### config.mk
export PLATFORM = sky130hd
export DESIGN_NAME = aidan_mcnay_prime_seq
export DESIGN_NICKNAME = d
export VERILOG_FILES = /design/src/rtl/aidan_mcnay_prime_seq.sv
export SDC_FILE = /design/constraint.sdc
export NUM_CORES = 1
export LEC_CHECK = 0
export ABC_CLOCK_PERIOD_IN_PS = 12250
export CAP_MARGIN = 20
export CORE_MARGIN = 1
export CORE_UTILIZATION = 38
export DETAILED_ROUTE_END_ITERATION = 16
export GPL_ROUTABILITY_DRIVEN = 0
export HOLD_SLACK_MARGIN = 0.05
export PLACE_DENSITY = 0.57
export SLEW_MARGIN = 10
export SYNTH_ARGS = -nofsm -noshare
export SYNTH_HDL_FRONTEND = slang
export SYNTH_SLANG_ARGS = --single-unit
### constraint.sdc
create_clock -name clk -period 12.25 [get_ports clk]
set_input_delay 1.225 -clock clk [delete_from_list [all_inputs] [get_ports clk]]
set_output_delay 1.225 -clock clk [all_outputs]
set_load 0.01 [all_outputs]
### src/rtl/aidan_mcnay_prime_seq.sv
// rtl/aidan_mcnay_prime_seq.sv - trial-division primality sequencer driving an iterative remainder unit
module aidan_mcnay_prime_seq #(
    parameter int nbits = 16
) (
    input  logic             clk,
    input  logic             reset,
    input  logic [nbits-1:0] num,
    input  logic             istream_val,
    output logic             istream_rdy,
    output logic             is_prime,
    output logic             ostream_val,
    input  logic             ostream_rdy,
    output logic [nbits-1:0] div_opa,
    output logic [nbits-1:0] div_opb,
    output logic             div_istream_val,
    input  logic             div_istream_rdy,
    input  logic [nbits-1:0] div_result,
    input  logic             div_ostream_val,
    output logic             div_ostream_rdy
);

    typedef enum logic [2:0] {
        ST_IDLE,
        ST_CHECK,
        ST_ISSUE,
        ST_WAIT,
        ST_DONE
    } state_t;

    localparam logic [nbits-1:0] ONE  = nbits'(1);
    localparam logic [nbits-1:0] TWO  = nbits'(2);
    localparam logic [nbits-1:0] FOUR = nbits'(4);

    state_t           state_q, state_d;
    logic [nbits-1:0] n_q, n_d;
    logic [nbits-1:0] d_q, d_d;
    logic             prime_q, prime_d;

    // Square is formed at double width so the d*d > N test never overflows.
    logic [2*nbits-1:0] d_sq;
    logic [2*nbits-1:0] n_wide;

    assign d_sq   = {{nbits{1'b0}}, d_q} * {{nbits{1'b0}}, d_q};
    assign n_wide = {{nbits{1'b0}}, n_q};

    assign div_opa  = n_q;
    assign div_opb  = d_q;
    assign is_prime = prime_q;

    always_comb begin
        state_d         = state_q;
        n_d             = n_q;
        d_d             = d_q;
        prime_d         = prime_q;
        istream_rdy     = 1'b0;
        ostream_val     = 1'b0;
        div_istream_val = 1'b0;
        div_ostream_rdy = 1'b0;

        unique case (state_q)
            ST_IDLE: begin
                istream_rdy = 1'b1;
                if (istream_val) begin
                    n_d = num;
                    d_d = TWO;
                    if (num < TWO) begin
                        prime_d = 1'b0;
                        state_d = ST_DONE;
                    end else if (num < FOUR) begin
                        prime_d = 1'b1;
                        state_d = ST_DONE;
                    end else begin
                        state_d = ST_CHECK;
                    end
                end
            end
            ST_CHECK: begin
                if (d_sq > n_wide) begin
                    prime_d = 1'b1;
                    state_d = ST_DONE;
                end else begin
                    state_d = ST_ISSUE;
                end
            end
            ST_ISSUE: begin
                div_istream_val = 1'b1;
                if (div_istream_rdy) begin
                    state_d = ST_WAIT;
                end
            end
            ST_WAIT: begin
                div_ostream_rdy = 1'b1;
                if (div_ostream_val) begin
                    if (div_result == '0) begin
                        prime_d = 1'b0;
                        state_d = ST_DONE;
                    end else begin
                        d_d     = d_q + ONE;
                        state_d = ST_CHECK;
                    end
                end
            end
            ST_DONE: begin
                ostream_val = 1'b1;
                if (ostream_rdy) begin
                    state_d = ST_IDLE;
                end
            end
            default: begin
                state_d = ST_IDLE;
            end
        endcase
    end

    always_ff @(posedge clk) begin
        if (reset) begin
            state_q <= ST_IDLE;
            n_q     <= '0;
            d_q     <= TWO;
            prime_q <= 1'b0;
        end else begin
            state_q <= state_d;
            n_q     <= n_d;
            d_q     <= d_d;
            prime_q <= prime_d;
        end
    end

endmodule

# [Word-level counts from Yosys, hierarchy flattened]
# Cells that the tools add are included.
[op_classes] n_eq_ne=12 n_mul=1 n_mux=24 order_cmp=3 addsub=1 reduce_logical=8
[op_table] operator="2-to-1 mux 16 bit" count=3
[op_table] operator="greater-than comparator 32 x 16 -> 1 bit" count=1
[op_table] operator="multiplier 16 x 16 -> 32 bit" count=1
[op_table] operator="one-hot mux 16 bit (2 select lines)" count=1
[op_table] operator="2-to-1 mux 3 bit" count=8
[op_table] operator="adder 16 x 1 -> 16 bit (second input constant)" count=1
[op_table] operator="zero test 16 bit" count=1
[op_table] operator="< comparator 16 x 2 -> 1 bit (second input constant)" count=1
[op_table] operator="< comparator 16 x 3 -> 1 bit (second input constant)" count=1
[op_table] operator="one-hot mux 3 bit (5 select lines)" count=1
[op_table] operator="inequality test 2 bit (second input constant)" count=7
[op_table] operator="2-to-1 mux 1 bit" count=10
[op_table] operator="AND reduction 4 bit" count=2
[op_table] operator="== test 3 x 2 -> 1 bit (second input constant)" count=2
[op_table] operator="AND reduction 6 bit" count=1
[op_table] operator="== test 3 x 1 -> 1 bit (second input constant)" count=1
[op_table] operator="== test 3 bit (second input constant)" count=1
[op_table] operator="zero test 3 bit" count=1
[op_table] operator="inequality test 3 bit (second input constant)" count=1
[op_table] operator="one-hot mux 1 bit (3 select lines)" count=1
[op_table] operator="nonzero test 3 bit" count=1
[op_table] operator="AND reduction 2 bit" count=1
[op_table] operator="nonzero test 2 bit" count=1
[totals] ff_bits=36 input_bits=38 wordCells=53

# [Logic depth before layout (Yosys ltp)]
# Gate-level depths: netlist (run 1).
[depth] ltp_word=5 depth_mapped=32 depth_no_buf=30

# [Least setup slack after synthesis (run 1)]
# Ideal clock, no wire load.
[synth_timing] path_kind="reg2reg" start="reg d_q[4], in the netlist div_opb[4]" end="reg state_q[2]" path_buffers=2 path_stages_with_launch=27 arrival_ps=7075 setup_ps=117 synth_period_minus_slack_ps=7192 slack_ps=5058 path_cell_list="dfxtp_1 clkbuf_1 buf_1 nand2_1 fa_1 fa_1 inv_1 fa_1 fa_1 fa_1 inv_1 fa_1 inv_1 ha_1 nand2_1 o21ai_0 nor2_1 xnor2_1 ha_1 and4_1 nand2_1 or4_1 a32oi_1 o2111ai_1 nor4_2 nand2_1 a32o_1"
[synth_between] elab_chain_len=4
[synth_lines] item="from (decl)" line_no="36" rtl="logic [nbits-1:0] d_q, d_d;"
[synth_lines] item="from (signal assigned)" line_no="119" rtl="d_q <= TWO;"
[synth_lines] item="from (signal assigned)" line_no="124" rtl="d_q <= d_d;"
[synth_lines] item="multiplier 16 x 16 -> 32 bit" line_no="43" rtl="assign d_sq = {{nbits{1'b0}}, d_q} * {{nbits{1'b0}}, d_q};"
[synth_lines] item="greater-than comparator 32 x 16 -> 1 bit" line_no="78" rtl="if (d_sq > n_wide) begin"
[synth_lines] item="2-to-1 mux 3 bit" line_no="78"
[synth_lines] item="one-hot mux 3 bit (5 select lines)" line_no="60" rtl="unique case (state_q)"
[synth_lines] item="to (signal assigned)" line_no="122" rtl="state_q <= state_d;"
[synth_lines] item="to (decl)" line_no="34" rtl="state_t state_q, state_d;"
# No other way between the ends.
# A chain may end at the register's enable or synchronous reset.

# [Final worst setup path (run 1)]
# Ends and elaborated chain as after synthesis.

==> results of run 1 <==
==> worst min-delay path by stage <==
| stage | end | slack (ps) |
|---|---|---|
| finish | div_opa[6] | 480 |
| global placement | div_opa[3] | 460 |
| CTS | div_opa[6] | 480 |
| floorplan | div_opa[1] | 490 |
| detailed placement | div_opa[4] | 470 |
| global route | div_opa[7] | 500 |
==> cell usage in the layout, fill, tap and decap left out, types with 5 or more instances in the layout <==
cell and n:
inv_1 257, fa_1 163, nand2_1 147, ha_1 118
clkdlybuf4s50_1 74, a21oi_1 58, and2_1 53, nor2_1 52
dfxtp_1 36, xnor2_1 26, o21ai_0 23, nand3_1 19
nand4_1 18, nor3_1 14, nand2b_1 14, xor2_1 13
nor4_1 10, a31oi_1 8, o211ai_1 7, a21o_1 7
o21a_1 5, o2111ai_1 5, clkbuf_16 5
==> per-stage QoR <==
step                      utilization  instance area [um^2]  hold WS [ps]
final                           0.437                 10800           479
after global routing            0.437                 10800           496
after CTS                       0.437                 10800           480
after detailed placement        0.431                 10600           470
after global placement          0.431                 10600           462
after floorplan                     -                  9660           488
==> flip-flops by register name (all words and copies together) (netlist names) <==
| register | cells |
|---|---|
| state_q | 3 |
| div_opa | 16 |
| div_opb | 16 |
| is_prime | 1 |
==> worst max-delay path, cell delays in order (launching register included) <==
cell and delay [ps]:
dfxtp_1 960, nand2_1 240, fa_1 530, inv_1 70, fa_1 480, ha_1 240
fa_1 500, inv_1 50, fa_1 460, fa_1 550, inv_1 50, ha_1 460
o211ai_1 150, a21oi_1 350, o21ai_0 310, nand2_1 170, a31oi_1 110, xnor2_1 160
ha_1 300, and4_1 220, nand2_1 80, or4_1 510, a32oi_1 230, o2111ai_1 140
nor4_2 280, nand2_1 140, a32o_1 220
==> cell type report <==
type / count / area share
Clock buffer: 7 / 0.0133
Clock inverter: 1 / 0.000698
Sequential cell: 36 / 0.0670
Multi-Input combinational cell: 826 / 0.722
Tap cell: 324 / 0.0377
Timing Repair Buffer: 76 / 0.0702
Inverter: 257 / 0.0897
==> logic make-up after synthesis <==
| family | count (synthesis) | share of synthesized area |
|---|---|---|
| compound gates | 148 | 0.0966 |
| xor+xnor | 39 | 0.0354 |
| fa+ha+maj | 281 | 0.491 |
| buf+inv | 306 | 0.122 |
| flops | 36 | 0.0746 |
| mux | 3 | 0.00337 |
| simple gates | 355 | 0.178 |
==> routing by layer <==
metal  track usage  vias up  wire (um)
met3        0.0113       23        719
li1              -     3736          -
met4        0.0369        0        362
met2         0.328      155      11700
met1         0.281     3818      11600
met5             0        -          0
==> power by group through the flow <==
stage | Combinational (uW) | Clock [uW] | Sequential [uW]
floorplan | 152 | 0 | 163
global placement | 253 | 0 | 177
detailed placement | 253 | 0 | 179
CTS | 254 | 135 | 176
global route | 280 | 141 | 181
finish | 255 | 133 | 176
==> flow_metrics.tcl, run 1 <==
set metrics [dict create \
    synth_top_area_frac 0.338 \
    core_mm2 0.0246 \
    finalWorstSetupSlack_ps 4170 \
    drtAntennaViolNets 0 \
    worstHoldStart "div_opa[6]" \
    critPathRequiredTime_ps 12420 \
    clkTransAtPathRegs_ps 60 \
    tns_ps 0 \
    p_seq_frac 0.312 \
    grt_pass1_wl_mm 41.1 \
    worstSetupStartpoint "div_opb[4]" \
    tightest_slew_ps 973 \
    io_pins 75 \
    r2r-start "div_opb[4]" \
    finalSetupViolCount 0 \
    internal_power_uw 335 \
    hold_violations 0 \
    synth_area_leaders "fa_1, ha_1, inv_1, dfxtp_1, nand2_1" \
    async_reset_ff_frac 0 \
    port_buffers 74 \
    post_cts_buffers 0 \
    clk_path_buf_depth 2 \
    die_w_um 161 \
    switching_share 0.405 \
    period_needed_ps 8080 \
    cts_num_sinks 36 \
    track_usage 0.196 \
    grt_max_degree 24 \
    dpl.hpwl_mm 20.6 \
    postCtsResizedCells 0 \
    diodes 0 \
    power_density_mw_per_mm2 52.4 \
    syn_area_mm2 0.00966 \
    p_sw_uw 229 \
    p_total_uw 564 \
    cts_root_buffer "clkbuf_16" \
    synthTopCellsByCount "inv_1, fa_1, nand2_1" \
    yosysWarnings 0 \
    drive_gt1_frac 0.0200 \
    worst_ep_arrival_time_ps 8250 \
    fillers 2507 \
    place_worst_setup_slack_ps 4220 \
    hold_path_depth 2 \
    yosys_register_bits 36 \
    wirelength_mm 24.4 \
    maxSlewHeadroom 0.350 \
    critPathCapture "state_q[2]" \
    start_util 0.393 \
    hold_path.class "reg2reg" \
    clk_latency_ps 280 \
    rsz0062_at_grt "no" \
    start_kind "register" \
    fmax_mhz 124 \
    vdd_drop_max_mv 0.0625 \
    seq_area_um2 721 \
    num-nets-final 1521 \
    wl_per_cell_um 16.0 \
    path_max_fanout 22 \
    synth_most_common_cell "inv_1" \
    drc 0 \
    synth.avg_cell_area_um2 8.27 \
    combPwrFrac 0.452 \
    multi_input_area_mm2 0.00776 \
    grt_pass1_vias 7992 \
    finalCritPeriodShare 0.660 \
    placed_cells 1519 \
    dr.pass1.iters 4 \
    cap_violations 0 \
    r2r_cells 26 \
    reg2reg_to "state_q[2]" \
    leakage_uw 0.00560 \
    cts.hold.buffers_added 0 \
    dr_total_vias 7732 \
    gr-total-overflow 0 \
    crit_type "reg2reg" \
    synth_top_area_cell "fa_1" \
    critPathCaptureType "register" \
    synth_edf_count 0 \
    fin_cells 1527 \
    rows 57 \
    timing.final.max_slew_violations 0 \
    drt_iter0_drc 423 \
    cts_made_buffers 5 \
    drt-vias-per-instance 5.06 \
    synth_fp_nets 1487 \
    area_delta_synth_final_pct 11.4 \
    synthCells 1168 \
    chipHeight_um 161 \
    synth_cell_types 63 \
    yosysSeqAreaShare 0.0746 \
    clock_skew_ps 6.45 \
    synth_ff_type "dfxtp_1" \
    status "completed" \
    dieArea_mm2 0.0261 \
    antenna_found_initial 0 \
    h-tree-depth 2 \
    tritoncts "built" \
    p_clk_frac 0.236 \
    rrSetupSlack_ps 4170 \
]
Power figures use the tool's default switching activity.
==> inputs of run 2 (changes only) <==
- ABC_CLOCK_PERIOD_IN_PS: 12250 -> 8100
- clock period: 12.25 -> 8.1 ns (I/O delays scaled with it)
==> run 2 against run 1 <==
Effect of this change:
- sequential share of layout area hardly changed
- global-route usage is 0.42 points higher
- first-iteration DRC count is 9.5% higher
- maximum frequency is 5.5% higher
- flip-flop and latch count stayed put
- die area stayed put
- via count is 0.32% higher
- non-clock buffer count is 17 higher
- worst setup slack worse by 3700 ps
- wire length is 0.48% higher
- final area is 1.2% higher
==> flow_metrics.tcl, run 2 (same netlist as run 1, synthesis figures left out) <==
set metrics [dict create \
    tritoncts "built" \
    die_w_um 161 \
    grt_pass1_vias 7957 \
    cts_root_buffer "clkbuf_16" \
    rsz0062_at_grt "no" \
    met1_length_mm 11.5 \
    dr_total_vias 7757 \
    crit_type "reg2reg" \
    placed_cells 1536 \
    path_max_fanout 10 \
    cts_num_sinks 36 \
    worst_ep_arrival_time_ps 7850 \
    hold_violations 0 \
    fin_util 0.443 \
    wl_per_cell_um 15.9 \
    cp_common_cell "fa_1" \
    fin_cells 1544 \
    vdd_drop_max_mv 0.0767 \
    post_cts_buffers 0 \
    start_util 0.393 \
    track_usage 0.200 \
    period_needed_ps 7670 \
    finalCritPeriodShare 0.946 \
    io_pins 75 \
    port_buffers 74 \
    maxSlewHeadroom 0.481 \
    antenna_found_initial 0 \
    clk_latency_ps 290 \
    num-nets-final 1538 \
    drt-vias-per-instance 5.02 \
    critical_path.max_stage_delay_ps 550 \
    final_area_mm2 0.0109 \
    area_delta_synth_final_pct 12.8 \
    tns_ps 0 \
    critPathCaptureType "register" \
    power_density_mw_per_mm2 78.9 \
    gr-total-overflow 0 \
    dr.pass1.iters 4 \
    dpl.hpwl_mm 21.2 \
    top_layer_used "met4" \
    drc 0 \
    drtAntennaViolNets 0 \
    place_area_mm2 0.0107 \
    critPathRequiredTime_ps 8290 \
    start_kind "register" \
    most-common-layout-cells "inv_1, fa_1, nand2_1, ha_1, clkdlybuf4s50_1" \
    diodes 0 \
    cap_violations 0 \
    drt_iter0_drc 463 \
    clock_skew_ps 3.53 \
    tightest_slew_ps 777 \
    hold_path.class "reg2reg" \
    wirelength_mm 24.5 \
    dieArea_mm2 0.0261 \
    core_mm2 0.0246 \
    slowest_stage "fa_1" \
    cts_made_buffers 5 \
    chipHeight_um 161 \
    met3_length_um 640 \
    layout_commonest_cell "inv_1" \
    rows 57 \
    status "completed" \
    wl_met2_mm 12.1 \
    clkTransAtPathRegs_ps 60 \
    timing.final.max_slew_violations 0 \
    finalSetupViolCount 0 \
    leakage_uw 0.00570 \
    grt_pass1_wl_mm 41.4 \
    fmax_mhz 130 \
    drive_gt1_frac 0.0377 \
    h-tree-depth 2 \
    clk_path_buf_depth 2 \
    grt_max_degree 22 \
]
run 2: changes by cell type in the layout (fill, tap and decap cells not counted), sizes merged:
cell | before | now
buf | 2 | 19
run 2: metal layers:
metal  GRT usage  up-vias
met1       0.280     3820
li1            -     3772
met3      0.0139       22
met2       0.341      143
met4      0.0386        0
met5           0        -
run 2: report_power, final:
| group | internal (uW) | switching [uW] |
|---|---|---|
| clock | 123 | 81.6 |
| sequential | 210 | 48.5 |
| combinational | 176 | 221 |
run 2: final timing paths:
check / cells after the start / startpoint / slack [ps] / endpoint
setup / recovery: 27 / div_opb[3] / 430 / state_q[2]
hold / removal: 2 / div_opa[5] / 460 / div_opa[5]
hold reg to reg: 2 / div_opa[5] / 460 / div_opa[5]
setup reg to reg: 27 / div_opb[3] / 430 / state_q[2]
run 2: final cells by class:
cell class              instances  area [um^2]
fillers                      2517        13700
multi-input cells             826         7760
inverters                     257          965
repair buffers                 93          883
flip-flops and latches         36          727
well taps                     324          405
clock buffers                   7          143
clock inverters                 1         7.51
run 2: stage by stage:
step	worst slack [ps]	hold WS, ps	total power [uW]
after floorplan	908	488	476
after global placement	437	466	655
after detailed placement	371	464	658
after CTS	328	471	864
after global routing	8.63	496	913
final	435	465	860
run 2: what timing repair did:
| item | 4_1_cts | 5_1_grt |
|---|---|---|
| setup endpoints to repair | 0 | 3 |
| hold buffers | 0 | 0 |
| resized for setup | 0 | 5 |
run 2: critical path, delay by kind of cell, from the launching register on:
family / cells / cell delay (ps)
and+or+nand+nor: 7 / 1460
xor gates and xnor gates: 1 / 150
buffers and inverters: 4 / 440
AOI/OAI and AO/OA: 7 / 1480
DFF: 1 / 540
adders and majority gates: 8 / 3460
==> RTL edit: new RTL, config.mk and constraints of run 1 <==
Change the parameter `nbits` from 16 to 18.
--- a/src/rtl/aidan_mcnay_prime_seq.sv
+++ b/src/rtl/aidan_mcnay_prime_seq.sv
@@ -1,6 +1,6 @@
 // rtl/aidan_mcnay_prime_seq.sv - trial-division primality sequencer driving an iterative remainder unit
 module aidan_mcnay_prime_seq #(
-    parameter int nbits = 16
+    parameter int nbits = 18
 ) (
     input  logic             clk,
     input  logic             reset,
Interface: changed (resized div_opa, div_opb, div_result and num); port bits go from 75 to 83. No check against the original RTL was run, so the function may have changed too.
==> RTL edit against run 1 <==
- power rose by 7.1%
- count of clock-buffer cells in the layout fell by 2
- hold slack got worse by 4.3 ps
- non-clock buffer count rose by 17
- routed wire length rose by 21%
- final area rose by 22%
- sequential cell count rose by 4
- synthesized area rose by 22%
- setup slack got worse by 53 ps
- critical path depth rose by 3
- first-iteration DRC count rose by 9.2%
- largest power group unchanged
==> RTL edit: results <==
export IMPL_outcome="finished, final reports clean"
export IMPL_multi_input_area_um2=9420
export IMPL_synthTopCellsByArea="fa_1, ha_1, inv_1"
export IMPL_worst_pin_slew_ps=903
export IMPL_reg2reg_from="div_opb[5]$_SDFFE_PP0P_"
export IMPL_leakage_nw=6.96
export IMPL_clock_skew_ps=3.65
export IMPL_slowest_delay_ps=820
export IMPL_insertion_delay_ps=300
export IMPL_synth_xor_area_share_pct=3.26
export IMPL_use_met2_pct=33.1
export IMPL_p_sw_share_pct=39.5
export IMPL_reg2regPathDepth=29
export IMPL_grt_pass1_wl_mm=50.0
export IMPL_wl_mm=29.4
export IMPL_use_met1_pct=29.0
export IMPL_peakVddDrop_v=0.0000523
export IMPL_dp_cells=1843
export IMPL_synthMuxAreaShare_pct=0.709
export IMPL_r2r_setup_slack_ps=4110
export IMPL_synth_common_cells="inv_1, fa_1, nand2_1, ha_1, and2_1"
export IMPL_arrival_ps=8330
export IMPL_grt_usage_pct=20.2
export IMPL_path_max_fanout=20
export IMPL_synthAdderAreaFrac_pct=51.5
export IMPL_io_buffer_count=82
export IMPL_wire_per_inst_um=15.9
export IMPL_grt_pass1_vias=9496
export IMPL_wl_met3_mm=1.11
export IMPL_fin_nets=1850
export IMPL_grt_start_max_net_pins=25
[RTL edit: cell count changes in the layout (fill, tap and decap cells not counted), moves of 11 or more]
| cell | delta |
|---|---|
| nand2b_1 | -11 |
| nand2_1 | +15 |
| fa_1 | +58 |
| inv_1 | +108 |
| and2_1 | +11 |
| ha_1 | +15 |
[RTL edit: cells by family after synthesis]
family	after synthesis
buffers and inverters	424
AND/OR/NAND/NOR	385
adder cells (fa/ha/maj)	354
AO/OA/AOI/OAI	158
XOR/XNOR	44
flip-flops	40
multiplexers	8
[RTL edit: area by class of cell]
class	instances	share of cell area, %
Clock buffer	5	0.951
Clock inverter	3	0.352
Sequential cell	40	6.09
Tap cell	396	3.77
Inverter	365	10.4
Timing Repair Buffer	93	6.87
Multi-Input combinational cell	949	71.6
[RTL edit: worst max path at each step]
stage / startpoint / slack, ps / endpoint
floorplan: div_opb[3]$_SDFFE_PP0P_ / 4460 / state_q[2]$_SDFFE_PP0P_
CTS: div_opb[5]$_SDFFE_PP0P_ / 4080 / state_q[2]$_SDFFE_PP0P_
detailed placement: div_opb[5]$_SDFFE_PP0P_ / 4100 / state_q[2]$_SDFFE_PP0P_
global route: div_opb[5]$_SDFFE_PP0P_ / 3550 / state_q[2]$_SDFFE_PP0P_
global placement: div_opb[5]$_SDFFE_PP0P_ / 4200 / state_q[2]$_SDFFE_PP0P_
finish: div_opb[5]$_SDFFE_PP0P_ / 4110 / state_q[2]$_SDFFE_PP0P_
[RTL edit: power groups by stage]
stage / Combinational [mW] / Clock, mW / Sequential [mW]
after floorplan: 0.145 / 0 / 0.178
after CTS: 0.265 / 0.165 / 0.177
after global routing: 0.291 / 0.169 / 0.180
final: 0.264 / 0.162 / 0.177
after detailed placement: 0.264 / 0 / 0.180
after global placement: 0.260 / 0 / 0.179
